--- src/rtl/cpu_pkg.sv ---
// cpu_pkg: types and default widths shared by the fetch path.
//   CPU_ADDR_W  - default program-counter width
//   CPU_INSTR_W - default instruction width
//   fq_entry_t  - one fetch-queue entry: {instr, pc}
package cpu_pkg;

  localparam int CPU_ADDR_W  = 64;
  localparam int CPU_INSTR_W = 32;

  typedef struct packed {
    logic [CPU_INSTR_W-1:0] instr;
    logic [CPU_ADDR_W-1:0]  pc;
  } fq_entry_t;

endpackage

--- src/rtl/adder_64bit.sv ---
// adder_64bit: plain 64-bit modulo-2^64 adder used for program-counter increments.
//   a_i, b_i - operands
//   sum_o    - a_i + b_i, carry out discarded
module adder_64bit (
  input  logic [63:0] a_i,
  input  logic [63:0] b_i,
  output logic [63:0] sum_o
);

  assign sum_o = a_i + b_i;

endmodule

--- src/rtl/fq_storage.sv ---
// fq_storage: DEPTH-entry register file holding fetch-queue entries.
// Synchronous write, asynchronous (zero-latency) read. Contents are not reset.
//   clk     - clock
//   we_i    - write enable
//   waddr_i - write index
//   wdata_i - entry to write
//   raddr_i - read index
//   rdata_o - entry at raddr_i, combinational
module fq_storage
  import cpu_pkg::*;
#(
  parameter int  DEPTH   = 4,
  parameter type entry_t = fq_entry_t,
  parameter int  PTR_W   = $clog2(DEPTH)
) (
  input  logic             clk,
  input  logic             we_i,
  input  logic [PTR_W-1:0] waddr_i,
  input  entry_t           wdata_i,
  input  logic [PTR_W-1:0] raddr_i,
  output entry_t           rdata_o
);

  entry_t mem_q [DEPTH];

  always_ff @(posedge clk) begin
    if (we_i) begin
      mem_q[waddr_i] <= wdata_i;
    end
  end

  assign rdata_o = mem_q[raddr_i];

endmodule

--- src/rtl/fetch_queue.sv ---
// fetch_queue: instruction fetch PC generator plus a DEPTH-entry FIFO of
// fetched {instr, pc} pairs feeding decode.
//   clk, reset        - clock, synchronous active-high reset
//   fetch_en          - allow a fetch/enqueue this cycle
//   redirect          - flush queue and restart fetch at redirect_pc
//   redirect_pc       - restart address
//   imem_addr         - current fetch PC to instruction memory
//   imem_instr        - instruction at imem_addr (same cycle)
//   deq_ready         - decode accepts the head entry
//   deq_valid         - head entry is valid
//   deq_instr, deq_pc - head entry contents
//   deq_pc_plus4      - deq_pc + 4
//   count, full, empty- occupancy status
//
// Handshake: an entry leaves the queue on a cycle where deq_valid && deq_ready
// at the rising edge (deq_fire). deq_valid never depends on deq_ready, and
// deq_ready is ignored while deq_valid is low.
module fetch_queue
  import cpu_pkg::*;
#(
  parameter int DEPTH   = 4,
  parameter int ADDR_W  = CPU_ADDR_W,
  parameter int INSTR_W = CPU_INSTR_W
) (
  input  logic                     clk,
  input  logic                     reset,
  input  logic                     fetch_en,
  input  logic                     redirect,
  input  logic [ADDR_W-1:0]        redirect_pc,
  output logic [ADDR_W-1:0]        imem_addr,
  input  logic [INSTR_W-1:0]       imem_instr,
  input  logic                     deq_ready,
  output logic                     deq_valid,
  output logic [INSTR_W-1:0]       deq_instr,
  output logic [ADDR_W-1:0]        deq_pc,
  output logic [ADDR_W-1:0]        deq_pc_plus4,
  output logic [$clog2(DEPTH):0]   count,
  output logic                     full,
  output logic                     empty
);

  localparam int PTR_W = $clog2(DEPTH);
  localparam int CNT_W = PTR_W + 1;
  localparam logic [ADDR_W-1:0] PC_STEP = ADDR_W'(4);

  // Same layout as fq_entry_t, sized to this instance's widths.
  typedef struct packed {
    logic [INSTR_W-1:0] instr;
    logic [ADDR_W-1:0]  pc;
  } entry_t;

  logic [ADDR_W-1:0] fetch_pc_q, fetch_pc_d;
  logic [PTR_W-1:0]  rd_ptr_q, rd_ptr_d;
  logic [PTR_W-1:0]  wr_ptr_q, wr_ptr_d;
  logic [CNT_W-1:0]  count_q, count_d;

  logic              enq;
  logic              deq_fire;
  logic [ADDR_W-1:0] fetch_pc_plus4;
  logic [ADDR_W-1:0] head_pc_plus4;
  entry_t            wr_entry;
  entry_t            head_entry;

  assign empty     = (count_q == '0);
  assign full      = (count_q == CNT_W'(DEPTH));
  assign deq_valid = ~empty & ~redirect;
  assign deq_fire  = deq_valid & deq_ready;
  // A full queue still accepts a fetch when the head leaves in the same cycle.
  assign enq       = fetch_en & ~redirect & (~full | deq_fire);

  generate
    if (ADDR_W == 64) begin : g_add64
      adder_64bit u_fetch_add (
        .a_i   (fetch_pc_q),
        .b_i   (PC_STEP),
        .sum_o (fetch_pc_plus4)
      );
      adder_64bit u_head_add (
        .a_i   (head_entry.pc),
        .b_i   (PC_STEP),
        .sum_o (head_pc_plus4)
      );
    end else begin : g_addn
      assign fetch_pc_plus4 = fetch_pc_q + PC_STEP;
      assign head_pc_plus4  = head_entry.pc + PC_STEP;
    end
  endgenerate

  assign wr_entry.instr = imem_instr;
  assign wr_entry.pc    = fetch_pc_q;

  fq_storage #(
    .DEPTH   (DEPTH),
    .entry_t (entry_t)
  ) u_storage (
    .clk     (clk),
    .we_i    (enq & ~reset),
    .waddr_i (wr_ptr_q),
    .wdata_i (wr_entry),
    .raddr_i (rd_ptr_q),
    .rdata_o (head_entry)
  );

  always_comb begin
    fetch_pc_d = fetch_pc_q;
    rd_ptr_d   = rd_ptr_q;
    wr_ptr_d   = wr_ptr_q;
    count_d    = count_q;
    if (redirect) begin
      fetch_pc_d = redirect_pc;
      rd_ptr_d   = '0;
      wr_ptr_d   = '0;
      count_d    = '0;
    end else begin
      if (enq) begin
        wr_ptr_d   = wr_ptr_q + PTR_W'(1);
        fetch_pc_d = fetch_pc_plus4;
      end
      if (deq_fire) begin
        rd_ptr_d = rd_ptr_q + PTR_W'(1);
      end
      case ({enq, deq_fire})
        2'b10:   count_d = count_q + CNT_W'(1);
        2'b01:   count_d = count_q - CNT_W'(1);
        default: count_d = count_q;
      endcase
    end
  end

  always_ff @(posedge clk) begin
    if (reset) begin
      fetch_pc_q <= '0;
      rd_ptr_q   <= '0;
      wr_ptr_q   <= '0;
      count_q    <= '0;
    end else begin
      fetch_pc_q <= fetch_pc_d;
      rd_ptr_q   <= rd_ptr_d;
      wr_ptr_q   <= wr_ptr_d;
      count_q    <= count_d;
    end
  end

  assign imem_addr    = fetch_pc_q;
  assign deq_instr    = head_entry.instr;
  assign deq_pc       = head_entry.pc;
  assign deq_pc_plus4 = head_pc_plus4;
  assign count        = count_q;

endmodule
--- config.mk ---
export PLATFORM = sky130hd
export DESIGN_NAME = fetch_queue
export DESIGN_NICKNAME = d
export VERILOG_FILES = /design/src/rtl/cpu_pkg.sv /design/src/rtl/adder_64bit.sv /design/src/rtl/fq_storage.sv /design/src/rtl/fetch_queue.sv
export SDC_FILE = /design/constraint.sdc
export NUM_CORES = 1
export LEC_CHECK = 0
export ABC_CLOCK_PERIOD_IN_PS = 9200
export CAP_MARGIN = 20
export CORE_ASPECT_RATIO = 0.5
export CORE_UTILIZATION = 42
export DETAILED_ROUTE_END_ITERATION = 12
export PLACE_DENSITY = 0.76
export REMOVE_ABC_BUFFERS = 1
export SLEW_MARGIN = 20
export SYNTH_ARGS = -nofsm -noshare
export SYNTH_HDL_FRONTEND = slang
export SYNTH_SLANG_ARGS = --single-unit
--- constraint.sdc ---
create_clock -name clk -period 9.2 [get_ports clk]
set_input_delay 1.38 -clock clk [delete_from_list [all_inputs] [get_ports clk]]
set_output_delay 1.38 -clock clk [all_outputs]
set_load 0.02 [all_outputs]
==> impl_metrics.toml, run 1 <==
[floorplan]
dieArea_sq_um = 47200
die_w_microns = 306
die_h_microns = 154
core_sq_um = 45400
num_io_pins = 331
floorplan.initialDensity_pct = 42.8
fp-row-count = 55

[logic_synthesis]
ys_types = 53
yosys_warnings = 0
synthCells = 1246
synth_top_cell_area_share_pct = 59.3
netlist_top_cells_area = "edfxtp_1 (59%), mux4_2 (11%), dfxtp_1 (7.5%), xnor2_1 (3.2%), xor2_1 (2.4%)"
synth_seq_area_share_pct = 66.8
syn_area_per_cell_sq_um = 15.6
yosysMostFrequentCell = "edfxtp_1"
ys_seq_elements = 457
synth_edf_count = 384
async_reset_ff_share_pct = 0
synth_common_cells = "edfxtp_1 (384), mux4_2 (96), nand2_1 (83), nor2_1 (80), dfxtp_1 (73)"
synth_area_sq_um = 19400
yosysTopAreaCell = "edfxtp_1"
synth_ff_type = "edfxtp_1"

[clocking]
cts_resized = 0
h-tree-depth = 2
cts_tree = "done"
insertion_delay_ns = 0.56
clkSinkCount = 457
clockRootBuffer = "clkbuf_16"
hold_buffers = 0
cts_buffers = 42
clk_pin_slew_ns = 0.06
clk_path_buf_depth = 3
postCtsSetupBuffers = 0

[outcome]
outcome = "finished clean"

[sta]
period_share_pct = 71.2
rsz0062_at_grt = "false"
setup_viol = 0
finalWorstSetupSlack_ns = 2.65
min_period_ns = 6.55
holdWs_ns = 0.500
max_freq_ghz = 0.153
hold_viol = 0
setup-tns-final_ns = 0
worst_pin_slew_ns = 1.10
slew_headroom_pct = 26.8
skew_ns = 0.0268
slew_viol_final = 0

[placement]
place_congestion = 0.908
port_buffers = 330
hpwlAfterDp_mm = 35.0
pre_cts_slack_ns = 3.25

[cells_and_area]
multiInputGateArea_sq_um = 6080
seqCellArea_sq_um = 13000
fillers = 3598
final_net_count = 1682
area.growth.synth_to_final_pct = 27.6
drive_above_1_share_pct = 12.6

[critical_path]
crit_type = "flip-flop to output pin"
critPathMaxFanout = 43
startpoint_type = "flip-flop"
cp.required_ns = 7.82
critPathCaptureType = "output pin"
arrival_ns = 5.17

[min_path]
min_path_type = "flip-flop to flip-flop"

[job]
drv_cap = 0

[route]
dr.pass1.iters = 5
via_per_inst = 5.62
via_count = 12430
drc = 0
drtIter0Drc = 1128
wl_mm = 51.9
postRouteAntennaNets = 0
wire_per_inst_microns = 23.5

[global_route]
antenna_found_initial = 8
grt_pass1_vias = 12369
grt.overflow.total = 0
grt_pass1_wl_mm = 77.1
grt_usage_pct = 21.6
grt_max_degree = 93

[power_and_ir_drop]
powerDensity_nw_per_um2 = 182
leakagePower_uw = 0.00785
total_power_uw = 4510
ir_drop_v = 0.000113
## power by group
part	total [uW]	switching (uW)	leakage (uW)	internal (uW)
clock network	1830	754	0.000721	1070
logic	344	180	0.00307	164
registers	2340	53.4	0.00406	2290
total	4510	987	0.00785	3520
## critical path: stages, from the launching register on
cell	delay, ns
dfxtp_4	0.76
buf_4	0.80
mux4_2	0.46
nand4_1	0.13
nor4_1	0.81
nand4_1	0.42
nor3_1	0.33
xor2_1	0.17
clkdlybuf4s50_1	0.63
## layer usage
| layer | part of all wire [%] | vias up | GRT usage, % |
|---|---|---|---|
| met1 | 39 | 6378 | 26.6 |
| li1 | - | 5519 | - |
| met2 | 52 | 411 | 37.2 |
| met3 | 5.2 | 122 | 3.68 |
| met4 | 4.3 | 0 | 10.6 |
| met5 | 0 | - | 0 |
## metrics by stage
stage	area, sq um	cells	utilization (%)
global placement	23300	2128	51.3
detailed placement	23300	2128	51.3
finish	24800	2213	54.6
global route	24800	2213	54.6
CTS	24800	2205	54.6
floorplan	19100	1186	-
## kinds of logic (layout without fill, tap and decap cells)
logic type | count (synthesis) | count (layout) | share of synthesized area (%)
DFF | 457 | 457 | 66.8
and+or+nand+nor | 393 | 393 | 10.8
xor gates and xnor gates | 123 | 123 | 5.54
muxes | 109 | 109 | 11.8
buffers and inverters | 79 | 440 | 1.99
AOI/OAI and AO/OA | 78 | 78 | 2.61
adders and majority gates | 7 | 7 | 0.489
other | 0 | 8 | 0
## flip-flops by register name, indices dropped and copies added (netlist names), named ones only
name             flops
u_storage.mem_q    384
rd_ptr_q             2
imem_addr           64
count                3
wr_ptr_q             2
## cell usage in the layout (no fill, tap or decap), types with 25 or more instances in the layout
cell             count
edfxtp_1           384
nand2_1             83
xor2_1              53
clkdlybuf4s50_1    329
a21oi_1             25
nand4_1             32
xnor2_1             70
mux4_2              96
nand3_1             48
a211oi_1            29
nor3_1              26
dfxtp_1             71
nor4_1              28
nor2_1              80
clkbuf_16           43
and3_1              29
## layout make-up
type / instances / share of cell area (%)
Inverter: 19 / 0.293
Sequential cell: 457 / 52.4
Tap cell: 598 / 3.02
Clock buffer: 63 / 5.13
Timing Repair Buffer: 344 / 13.7
Clock inverter: 14 / 0.797
Antenna cell: 8 / 0.0807
Multi-Input combinational cell: 710 / 24.5
## path summary, 6_finish.rpt
path,startpoint,to,slack (ns),cells past startpoint
worst max register to register,imem_addr[11],imem_addr[60],6.10,6
worst min-delay path,wr_ptr_q[1],wr_ptr_q[1],0.50,2
worst min register to register,wr_ptr_q[1],wr_ptr_q[1],0.50,2
worst max-delay path,flip-flop,deq_pc_plus4[63],2.65,8
No activity file was read; power rests on OpenSTA's default activity.
==> run 2: changes to the inputs <==
--- a/config.mk
+++ b/config.mk
@@ -5,12 +5,12 @@
 export SDC_FILE = /design/constraint.sdc
 export NUM_CORES = 1
 export LEC_CHECK = 0
-export ABC_CLOCK_PERIOD_IN_PS = 9200
+export ABC_CLOCK_PERIOD_IN_PS = 5900
 export CAP_MARGIN = 20
 export CORE_ASPECT_RATIO = 0.5
 export CORE_UTILIZATION = 42
 export DETAILED_ROUTE_END_ITERATION = 12
-export PLACE_DENSITY = 0.76
+export PLACE_DENSITY = 0.78
 export REMOVE_ABC_BUFFERS = 1
 export SLEW_MARGIN = 20
 export SYNTH_ARGS = -nofsm -noshare
==> constraint.sdc (replaced) <==
create_clock -name clk -period 5.9 [get_ports clk]
set_input_delay 0.885 -clock clk [delete_from_list [all_inputs] [get_ports clk]]
set_output_delay 0.885 -clock clk [all_outputs]
set_load 0.02 [all_outputs]
==> impl_metrics.toml, run 2 (same netlist as run 1, synthesis figures left out) <==
[outcome]
outcome = "finished clean"

[placement]
port_buffers = 330
place_area_sq_um = 23400
place_congestion = 0.934
hpwlAfterDp_mm = 35.0

[floorplan]
floorplan.initialDensity_pct = 42.8
num_io_pins = 331
core_sq_um = 45400
dieArea_sq_um = 47200
fp-row-count = 55
die_h_microns = 154
die_w_microns = 306

[sta]
period_share_pct = 91.7
skew_ns = 0.0155
hold_viol = 0
setup-tns-final_ns = 0
worst_pin_slew_ns = 1.13
min_period_ns = 5.41
holdWs_ns = 0.502
slew_headroom_pct = 23.9
rsz0062_at_grt = "false"
setup_viol = 0
slew_viol_final = 0
max_freq_ghz = 0.185

[clocking]
clk_pin_slew_ns = 0.06
insertion_delay_ns = 0.55
clockRootBuffer = "clkbuf_16"
postCtsSetupBuffers = 0
hold_buffers = 0
cts_buffers = 42
h-tree-depth = 2
clkSinkCount = 457
clk_path_buf_depth = 3
cts_tree = "done"
cts_resized = 0

[min_path]
hold_depth = 2
min_path_type = "flip-flop to flip-flop"
min_to = "wr_ptr_q[1]"
min_from = "wr_ptr_q[1]"

[cells_and_area]
layout_commonest_cell = "edfxtp_1"
drive_above_1_share_pct = 12.8
final_core_util_pct = 54.7
largest_reg_flops = 384
final_cell_mix = "edfxtp_1 (384), clkdlybuf4s50_1 (328), mux4_2 (96), nand2_1 (83), nor2_1 (80)"
fin_area_sq_um = 24800
regMostFlops = "u_storage.mem_q"
area.growth.synth_to_final_pct = 27.8
final_net_count = 1685

[critical_path]
critPathCaptureType = "output pin"
arrival_ns = 4.52
cp.required_ns = 5.02
r2r-end = "imem_addr[60]"
cpPeakStageDelay_ns = 0.75
crit_type = "flip-flop to output pin"
critPathSlowestCell = "dfxtp_4"
startpoint_type = "flip-flop"
reg2reg_setup_slack_ns = 2.73
critPathMaxFanout = 36
reg2reg_from = "imem_addr[4]"
crit_family = "simple AND/OR/NAND/NOR gates"
path_buf_inv = 1
rr_worst_depth = 6
worstPathCellList = "mux4_2 > ha_1 > nand2_1 > o22ai_1 > nand4_1 > or4_4 > nor4_2 > xor2_1 > clkdlybuf4s50_1"

[global_route]
grt.overflow.total = 0
antenna_found_initial = 5
grt_usage_pct = 21.7
grt_pass1_wl_mm = 77.1
grt_max_degree = 97
grt_pass1_vias = 12390

[power_and_ir_drop]
p_sw_uw = 1530
clockPowerShare_pct = 40.4
p_sw_share_pct = 21.7
combPwrFrac_pct = 7.6
seqPwrFrac_pct = 51.9
leakagePower_uw = 0.00787
ir_drop_v = 0.000184
powerDensity_nw_per_um2 = 283
intPower_uw = 5500
total_power_uw = 7030

[job]
drv_cap = 0

[route]
via_count = 12465
dr.pass1.iters = 7
wire_per_inst_microns = 23.5
drtIter0Drc = 1338
via_per_inst = 5.64
postRouteAntennaNets = 0
wl_mm = 51.9
drc = 0
run 2: cell count changes in the layout (fill, tap and decap cells not counted), sizes merged:
cell           previous run  this run
buf                      15        19
bufinv                    4         6
clkbuf                   63        57
clkdlybuf4s50           329       328
clkinv                    9        10
clkinvlp                  0         1
diode                     8         5
inv                      20        21
run 2: how the worst max path moves through the flow:
stage | from | to | slack (ns) | cells after the start
final | flip-flop | deq_pc_plus4[50] | 0.49 | 9
after global routing | flip-flop | deq_pc_plus4[58] | 0.27 | 8
after CTS | flip-flop | deq_pc_plus4[50] | 0.48 | 8
after detailed placement | flip-flop | deq_pc_plus4[50] | 1.05 | 8
after global placement | flip-flop | deq_pc_plus4[60] | 1.13 | 8
after floorplan | flip-flop | deq_pc_plus4[60] | -1.87 | 8
run 2: routing by layer:
metal / GRT usage [%] / part of all wire, % / vias up
met5: 0 / 0 / -
met4: 8.69 / 3.8 / 0
met3: 3.13 / 5.4 / 113
met2: 38.3 / 52 / 472
met1: 26.8 / 39 / 6338
li1: - / - / 5542
run 2: worst reg2reg max path, cell delays in order (launching register included):
cell      delay [ns]
dfxtp_1         0.60
nand4_1         0.32
or3_1           0.62
or4_1           0.77
nor4_1          0.43
xnor2_1         0.12
a211oi_1        0.23
run 2: final cells by class:
| cell class | instances | area (sq um) |
|---|---|---|
| inverter | 19 | 71.3 |
| multi-input combinational | 710 | 6080 |
| clock inverter | 19 | 254 |
| timing repair buffer | 347 | 3500 |
| tap | 598 | 748 |
| antenna | 5 | 12.5 |
| sequential | 457 | 13000 |
| clock buffer | 57 | 1190 |
| fill | 3538 | 20600 |
run 2: power groups by stage:
stage | sequential, uW | combinational, uW | clock (uW)
floorplan | 3720 | 210 | 0
global placement | 3710 | 533 | 0
detailed placement | 3720 | 537 | 0
CTS | 3650 | 540 | 2880
global route | 3650 | 564 | 2990
finish | 3650 | 537 | 2840
run 2: through the flow:
step,instances,setup WS (ns)
finish,2212,0.490
global route,2212,0.272
detailed placement,2131,1.05
global placement,2131,1.13
CTS,2207,0.477
floorplan,1186,-1.87
